`src/rtl/instr_fetch_queue.sv`:
```
// Instruction fetch queue: a single-outstanding fetch FSM feeding a DEPTH-entry {pc, word} FIFO.
// Optional macro IFQ_BYPASS_EN forwards a response straight to the core when the queue is empty.
module instr_fetch_queue #(
  parameter int                DATA_W   = 32,
  parameter int                ADDR_W   = 32,
  parameter int                DEPTH    = 4,
  parameter logic [ADDR_W-1:0] RESET_PC = '0
) (
  input  logic                      clk,
  input  logic                      reset,
  output logic                      mem_read,
  output logic [ADDR_W-1:0]         mem_addr,
  input  logic                      mem_ready,
  input  logic                      mem_rvalid,
  input  logic [DATA_W-1:0]         mem_rdata,
  input  logic                      redirect_valid,
  input  logic [ADDR_W-1:0]         redirect_pc,
  output logic [DATA_W-1:0]         instruction,
  output logic [ADDR_W-1:0]         instr_pc,
  output logic                      instr_valid,
  input  logic                      instr_ready,
  output logic [$clog2(DEPTH):0]    count
);

  localparam int PTR_W = $clog2(DEPTH);
  localparam int CNT_W = PTR_W + 1;
  localparam logic [CNT_W-1:0] FULL_CNT = CNT_W'(DEPTH);

  typedef enum logic [1:0] {IDLE, WAIT, DROP} state_t;

  state_t            state_q, state_d;
  logic [ADDR_W-1:0] fetch_pc_q, fetch_pc_d;
  logic [ADDR_W-1:0] req_pc_q;
  logic [CNT_W-1:0]  count_q, count_d;
  logic [PTR_W-1:0]  rd_ptr_q, rd_ptr_d;
  logic [PTR_W-1:0]  wr_ptr_q, wr_ptr_d;
  logic [ADDR_W-1:0] pc_mem   [DEPTH];
  logic [DATA_W-1:0] word_mem [DEPTH];

  logic req_fire;
  logic resp_fire;
  logic head_valid;
  logic bypass;
  logic push;
  logic pop;

  // Only IDLE issues, so the one in-flight slot is already reserved whenever count < DEPTH here.
  assign mem_read   = reset && (state_q == IDLE) && (count_q < FULL_CNT) && !redirect_valid;
  assign mem_addr   = reset ? fetch_pc_q : '0;
  assign req_fire   = mem_read && mem_ready;
  assign resp_fire  = (state_q == WAIT) && mem_rvalid;
  assign head_valid = (count_q != '0);

`ifdef IFQ_BYPASS_EN
  assign bypass = resp_fire && !head_valid && !redirect_valid;
`else
  assign bypass = 1'b0;
`endif

  assign push = resp_fire && !redirect_valid && !(bypass && instr_ready);
  assign pop  = head_valid && instr_ready && !redirect_valid;

  assign instr_valid = head_valid || bypass;
  assign instruction = head_valid ? word_mem[rd_ptr_q] : (bypass ? mem_rdata : '0);
  assign instr_pc    = head_valid ? pc_mem[rd_ptr_q]   : (bypass ? req_pc_q  : '0);
  assign count       = count_q;

  always_comb begin
    state_d    = state_q;
    fetch_pc_d = fetch_pc_q;
    count_d    = count_q;
    rd_ptr_d   = rd_ptr_q;
    wr_ptr_d   = wr_ptr_q;

    if (push) wr_ptr_d = wr_ptr_q + PTR_W'(1);
    if (pop)  rd_ptr_d = rd_ptr_q + PTR_W'(1);

    case ({push, pop})
      2'b10:   count_d = count_q + CNT_W'(1);
      2'b01:   count_d = count_q - CNT_W'(1);
      default: count_d = count_q;
    endcase

    case (state_q)
      IDLE: begin
        if (req_fire) begin
          fetch_pc_d = fetch_pc_q + ADDR_W'(4);
          state_d    = WAIT;
        end
      end
      WAIT:    if (mem_rvalid) state_d = IDLE;
      DROP:    if (mem_rvalid) state_d = IDLE;
      default: state_d = IDLE;
    endcase

    // A redirect flushes everything; a request already in flight must have its reply discarded.
    if (redirect_valid) begin
      fetch_pc_d = redirect_pc;
      count_d    = '0;
      rd_ptr_d   = '0;
      wr_ptr_d   = '0;
      if (((state_q == IDLE) && req_fire) || ((state_q == WAIT) && !mem_rvalid))
        state_d = DROP;
    end
  end

  always_ff @(posedge clk or negedge reset) begin
    if (!reset) begin
      state_q    <= IDLE;
      fetch_pc_q <= RESET_PC;
      count_q    <= '0;
      rd_ptr_q   <= '0;
      wr_ptr_q   <= '0;
    end else begin
      state_q    <= state_d;
      fetch_pc_q <= fetch_pc_d;
      count_q    <= count_d;
      rd_ptr_q   <= rd_ptr_d;
      wr_ptr_q   <= wr_ptr_d;
    end
  end

  always_ff @(posedge clk) begin
    if (req_fire) req_pc_q <= fetch_pc_q;
    if (push) begin
      pc_mem[wr_ptr_q]   <= req_pc_q;
      word_mem[wr_ptr_q] <= mem_rdata;
    end
  end

endmodule

```
`config.mk`:
```
export PLATFORM = sky130hd
export DESIGN_NAME = instr_fetch_queue
export DESIGN_NICKNAME = d
export VERILOG_FILES = /design/src/rtl/instr_fetch_queue.sv
export SDC_FILE = /design/constraint.sdc
export NUM_CORES = 1
export LEC_CHECK = 0
export CORE_MARGIN = 3
export CORE_UTILIZATION = 45
export DETAILED_ROUTE_END_ITERATION = 16
export PLACE_DENSITY = 0.66
export SKIP_LAST_GASP = 1
export SYNTH_ARGS = -nofsm -noshare
export SYNTH_HDL_FRONTEND = slang
export SYNTH_SLANG_ARGS = --single-unit
```
`constraint.sdc`:
```
create_clock -name clk -period 8.2 [get_ports clk]
set_clock_uncertainty 0.2 [all_clocks]
set_input_delay 1.64 -clock clk [delete_from_list [all_inputs] [get_ports clk]]
set_output_delay 1.64 -clock clk [all_outputs]
set_load 0.05 [all_outputs]
```
* Yosys cells after proc, flatten, opt, wreduce, memory -nomap -nowiden *
Memories as Yosys holds them, arrays and structs flattened.
Cells that the tools add are included.

cells by class
  $add $sub $neg = 5
  magnitude comparators = 1
  equal/unequal tests = 4
  mux-type cells = 19
  reduce and logical (&&, ||, !) cells = 22

operators by type and width
  kind                   number
  $mux 32                6
  $add 32x3->32 const B  1
  $mux 2                 8
  $logic_and 1x1->1      10
  $reduce_bool 2->1      4
  $pmux 3 s2             1
  $reduce_bool 3->1      2
  $add 2x1->2 const B    2
  $eq 2x1->1 const B     2
  $eq 2x2->1 const B     2
  $pmux 2 s2             1
  $add 3x1->3 const B    1
  $lt 3x3->1 const B     1
  $mux 3                 1
  $sub 3x1->3 const B    1
  $logic_not 1->1        2
  $logic_not 2->1        1
  $mux 1                 2
  $reduce_and 2->1       1
  $reduce_or 2->1        1
  $logic_or 1x1->1       1

word-level totals
  bits in registers = 73
  bits in writable memories = 256
  bits of input ports = 70
  output and inout port bits = 101
  word-level logic and storage cells = 59
  memories kept = 2

memories
  memory    depth  width  read ports  clocked after Yosys merged registers in  write ports  RTL line  RTL
  pc_mem    4      32     1           0                                        1            37        logic [ADDR_W-1:0] pc_mem [DEPTH];
  word_mem  4      32     1           0                                        1            38        logic [DATA_W-1:0] word_mem [DEPTH];

* Longest topological paths before layout *
  depth after elaboration = 9
  depth in mapped cells = 9
  mapped depth without buffers = 9

* Least setup slack after synthesis *
OpenSTA, ideal clock, no wires.

  path kind = input to register
  from = input port redirect_valid
  to = memory pc_mem[0][0], enable pin
  setup time = 0.578 ns
  arrival = 6.767 ns
  data required time = 7.422 ns
  setup slack = 0.655 ns
  stages = 3
  buffers on the path = 2
  cells stage by stage = buf_1 > clkbuf_1 > nor3b_1

on the way
  cells in the longest elaborated chain, start to end = 4

ends and longest elaborated chain
  element                       RTL line  RTL
  from (decl)                   16        input logic redirect_valid,
  $logic_not 1->1               60        assign push = resp_fire && !redirect_valid && !(bypass && instr_ready);
  $logic_and 1x1->1             60
  $mux 1                        125       if (push) begin
  $mux 1 (implied by the code)  126       pc_mem[wr_ptr_q] <= req_pc_q;
  to (decl)                     37

Every way passes these cells.

* Final worst setup path *
  from = register rd_ptr_q[0]
  to = output port instr_pc[28]

on the way
  cells in the longest elaborated chain, start to end = 2

ends and longest elaborated chain
  element                 RTL line  RTL
  from (decl)             35        logic [PTR_W-1:0] rd_ptr_q, rd_ptr_d;
  from (signal assigned)  118       rd_ptr_q <= rd_ptr_d;
  $mem_v2 4x32            n/a
  $mux 32                 65        assign instr_pc = head_valid ? pc_mem[rd_ptr_q] : (bypass ? req_pc_q : '0);
  to (decl)               19        output logic [ADDR_W-1:0] instr_pc,

Every way passes these cells.

==> flow_summary.rst <==
.. list-table::
   :header-rows: 1

   * - Metric
     - Value
   * - Count of hold buffers inserted by post-cts repair
     - 0
   * - Total number of yosys warnings
     - 0
   * - Yosys top cell area share
     - approximately 65%
   * - Net count after synthesis
     - 825
   * - Root cell of the clock tree
     - sky130_fd_sc_hd__clkbuf_16
   * - Maximum number of pins on one net before global-route repair
     - 66
   * - Net total in the final layout
     - 1,008
   * - Routed Wire Length
     - between 20 and 30 mm
   * - Worst-Skew Late Latency
     - 510 ps
   * - Core region area
     - 28,940 um2
   * - PD cells
     - approximately 320 nW/um2
   * - Floorplan row count
     - 62
   * - Initial antenna violation count
     - 0
   * - Fraction of final layout cells sized beyond drive strength 1
     - approximately 16%
   * - Setup Slack @ Placement
     - 2788 ps
   * - Required @ worst endpoint
     - around 6400 ps
   * - Fraction of the yosys area taken by sequential cells
     - 72.76%
   * - Post-synth EDFFs
     - around 290
   * - Design internal power
     - between 3 and 4 mW
   * - Antenna viol nets, final
     - 0
   * - Clock group share of total power
     - 28.4%
   * - Vertical die dimension
     - around 180 um
   * - Library cell occupying the most area in the post-synthesis netlist
     - sky130_fd_sc_hd__edfxtp_1
   * - Portion of total power attributed to sequential cells
     - 38.5%
   * - Worst hold slack
     - 291.9 ps
   * - Most common cell after layout, fill and taps aside
     - sky130_fd_sc_hd__edfxtp_1
   * - Post-Syn Area per Cell
     - 17.82 um2
   * - Hold path startpoint
     - req_pc_q[10]$_DFFE_PP_
   * - Number of DRC violations after detailed routing
     - 0
   * - Width of the die
     - 177.9 um
   * - Antenna diode count
     - 0
   * - DR vias/cell
     - 5.465
   * - Die ar.
     - 31,650 um2
   * - GPL Wtd Cong
     - 0.7880
   * - CTS tree
     - done
   * - Pin slew with the least headroom to its limit
     - 1097 ps
   * - Unique cell type count in the Yosys netlist
     - 54
   * - Reg area
     - 9682 um2
   * - Kind of end point of the critical path
     - output port
   * - TritonCTS buffer count
     - 35
   * - Via Count
     - 7,307
   * - Post-Syn Instances
     - approximately 750
   * - Clock slew seen by the registers of the worst setup and hold paths
     - 60 ps
   * - FMAX
     - roughly 180 MHz
   * - Area delta synth->final
     - 24.27%
   * - Synthesized flop and latch total
     - roughly 330
   * - Count of pins over their slew limit
     - 0
   * - Number of iterations in the first detailed-routing pass
     - 6
   * - Category of the worst setup path launch point
     - flip-flop
   * - Post-CTS Setup Inserts
     - 0
   * - Number of design-rule violations left by the first detailed-router iteration
     - 599
   * - MaxCap Viol Count
     - 0
   * - Number of port buffers
     - 170
   * - Total count of hold-check failures in the final report
     - 0
   * - Setup total negative slack
     - 0 ps
   * - Worst relative slew slack
     - a little over a quarter
   * - Proportion of power drawn by combinational gates
     - between 30% and 40%
   * - Worst r2r src
     - state_q[1]$_DFF_PN0_
   * - FF-to-FF End
     - fetch_pc_q[10]$_DFFE_PN0P_
   * - Wire length of the first global-routing pass
     - 44.05 mm
   * - Part of the cycle the worst path needs
     - 66.71%
   * - Vias in the first global route
     - around 7,600
   * - Number of clock sinks
     - between 300 and 400
   * - Final worst setup slack
     - ~2700 ps
   * - Leading cell types in the layout, fill and taps excluded
     - sky130_fd_sc_hd__edfxtp_1 (288), sky130_fd_sc_hd__clkdlybuf4s50_1 (168), sky130_fd_sc_hd__and2_1 (98)
   * - Most instantiated flip-flop cell in the synthesis netlist
     - sky130_fd_sc_hd__edfxtp_1
   * - Critical path peak fanout
     - 41
   * - Worst min-delay path class
     - flip-flop to flip-flop
   * - Outcome
     - complete, no violations
   * - Post-synthesis instance area
     - 13,300 um2
   * - Terminating pin of the worst hold path
     - pc_mem[0][10]$_DFFE_PP_
   * - Net switching fraction of the power
     - 34.58%
   * - Worst reg-to-reg path cell count
     - 8
   * - Number of H-tree levels
     - 2
   * - Area of combinational cells with multiple inputs
     - approximately 3400 um2
   * - Average wire per standard cell
     - 20.90 um
   * - Total congestion overflow after global routing
     - 0
   * - RSZ-0062 raised after global routing
     - no
   * - Final HPWL from detailed placement
     - 16.64 mm
   * - Switching power of the nets
     - between 1.5 and 2 mW
   * - Maximum root-to-sink buffer count
     - 3
   * - Dominant cells by area after synthesis
     - sky130_fd_sc_hd__edfxtp_1 (65%), sky130_fd_sc_hd__mux4_2 (11%), sky130_fd_sc_hd__dfrtp_1 (7.7%), sky130_fd_sc_hd__and2_1 (4.6%), sky130_fd_sc_hd__nand2_1 (1.3%)
   * - Hold path depth
     - 0
   * - Final number of setup-violating endpoints
     - 0
   * - Post-synth ARST share
     - 12.46%
   * - WS Path Type
     - flip-flop to output port
   * - Cell leakage power
     - 5.415 nW
   * - Global Route Usage Sum
     - 18.13%
   * - R2R setup slack
     - 4560 ps
   * - Initial core utilization
     - a little under half
   * - Boundary Pins
     - 171
   * - Period minus WS final
     - around 5500 ps
   * - Post-cts sizing count
     - 0
   * - IR drop worst, VDD
     - 0.1584 mV
   * - Fillcell total
     - 2,244
   * - Data arrival time of the critical path
     - 3630 ps
## Yosys cell counts (all sizes together) (6+ instances only)
library cell  number
and2             101
and3               6
buf               15
clkbuf            21
dfrtp             41
edfxtp           288
ha                 8
inv                8
mux4              64
nand2             46
nand3             18
nand4              9
nor2              19
nor3b              6
o211ai            12
o21ai             17
o311ai            12
## layer usage
metal	part of all wire (%)	global-route usage, %	up-vias
met4	1.4	4.156	0
met1	45	25.96	3727
met3	6.9	4.707	33
met5	0	0	-
li1	-	-	3309
met2	47	28.22	238
## critical path, cell delays in order, from the launching register on
cell and delay [ps]:
sky130_fd_sc_hd__dfrtp_4 1010, sky130_fd_sc_hd__buf_4 590, sky130_fd_sc_hd__mux4_2 560, sky130_fd_sc_hd__and2_1 160, sky130_fd_sc_hd__clkdlybuf4s50_1 750
## kinds of logic after synthesis
logic type | count (synthesis) | synth area share (%)
AO/OA/AOI/OAI | 66 | 3.548
flip-flops | 329 | 72.76
adder cells (fa/ha/maj) | 9 | 0.9034
multiplexers | 69 | 11.24
buffers and inverters | 45 | 1.581
AND/OR/NAND/NOR | 222 | 9.570
XOR/XNOR | 6 | 0.3952
## power groups by stage
stage | clock (mW) | sequential, mW | combinational (mW)
after floorplan | 0 | 2.01 | 1.25
after global placement | 0 | 2.09 | 1.79
after detailed placement | 0 | 2.09 | 1.79
after CTS | 1.55 | 2.06 | 1.80
after global routing | 1.62 | 2.07 | 1.88
final | 1.51 | 2.05 | 1.77
## flip-flops by register name (all words and copies together), names as in the netlist
name        flops
word_mem      128
count           3
wr_ptr_q        2
rd_ptr_q        2
req_pc_q       32
pc_mem        128
state_q         2
fetch_pc_q     32
## cell type report
type                            instances  area share [%]
Sequential cell                       329           58.59
Timing Repair Buffer                  183           10.83
Tap cell                              384           2.908
Clock inverter                         15          0.7194
Inverter                                8          0.1817
Clock buffer                           46           5.990
Multi-Input combinational cell        372           20.78
## worst max-delay path by stage
| stage | start | to | slack [ps] | cells past startpoint |
|---|---|---|---|---|
| 2_1_floorplan | redirect_valid | pc_mem[0][0]$_DFFE_PP_ | 660 | 3 |
| 3_3_place_gp | reset | mem_addr[15] | 2800 | 4 |
| 3_5_place_dp | reset | mem_addr[14] | 2790 | 4 |
| 4_1_cts | rd_ptr_q[0]$_DFFE_PN0P_ | instr_pc[1] | 2600 | 4 |
| 5_1_grt | rd_ptr_q[0]$_DFFE_PN0P_ | instr_pc[28] | 2430 | 4 |
| 6_report | rd_ptr_q[0]$_DFFE_PN0P_ | instr_pc[28] | 2730 | 4 |
## through the flow
stage / cells / util (%) / power (mW) / instance area, um2
final: 1337 / 57.10 / 5.334 / 16520
after global routing: 1337 / 57.10 / 5.575 / 16520
after CTS: 1337 / 57.10 / 5.409 / 16520
after detailed placement: 1276 / 53.27 / 3.882 / 15410
after global placement: 1276 / 53.27 / 3.875 / 15410
after floorplan: 746 / - / 3.269 / 13300
Note: power is estimated with default switching activity, not from simulation.
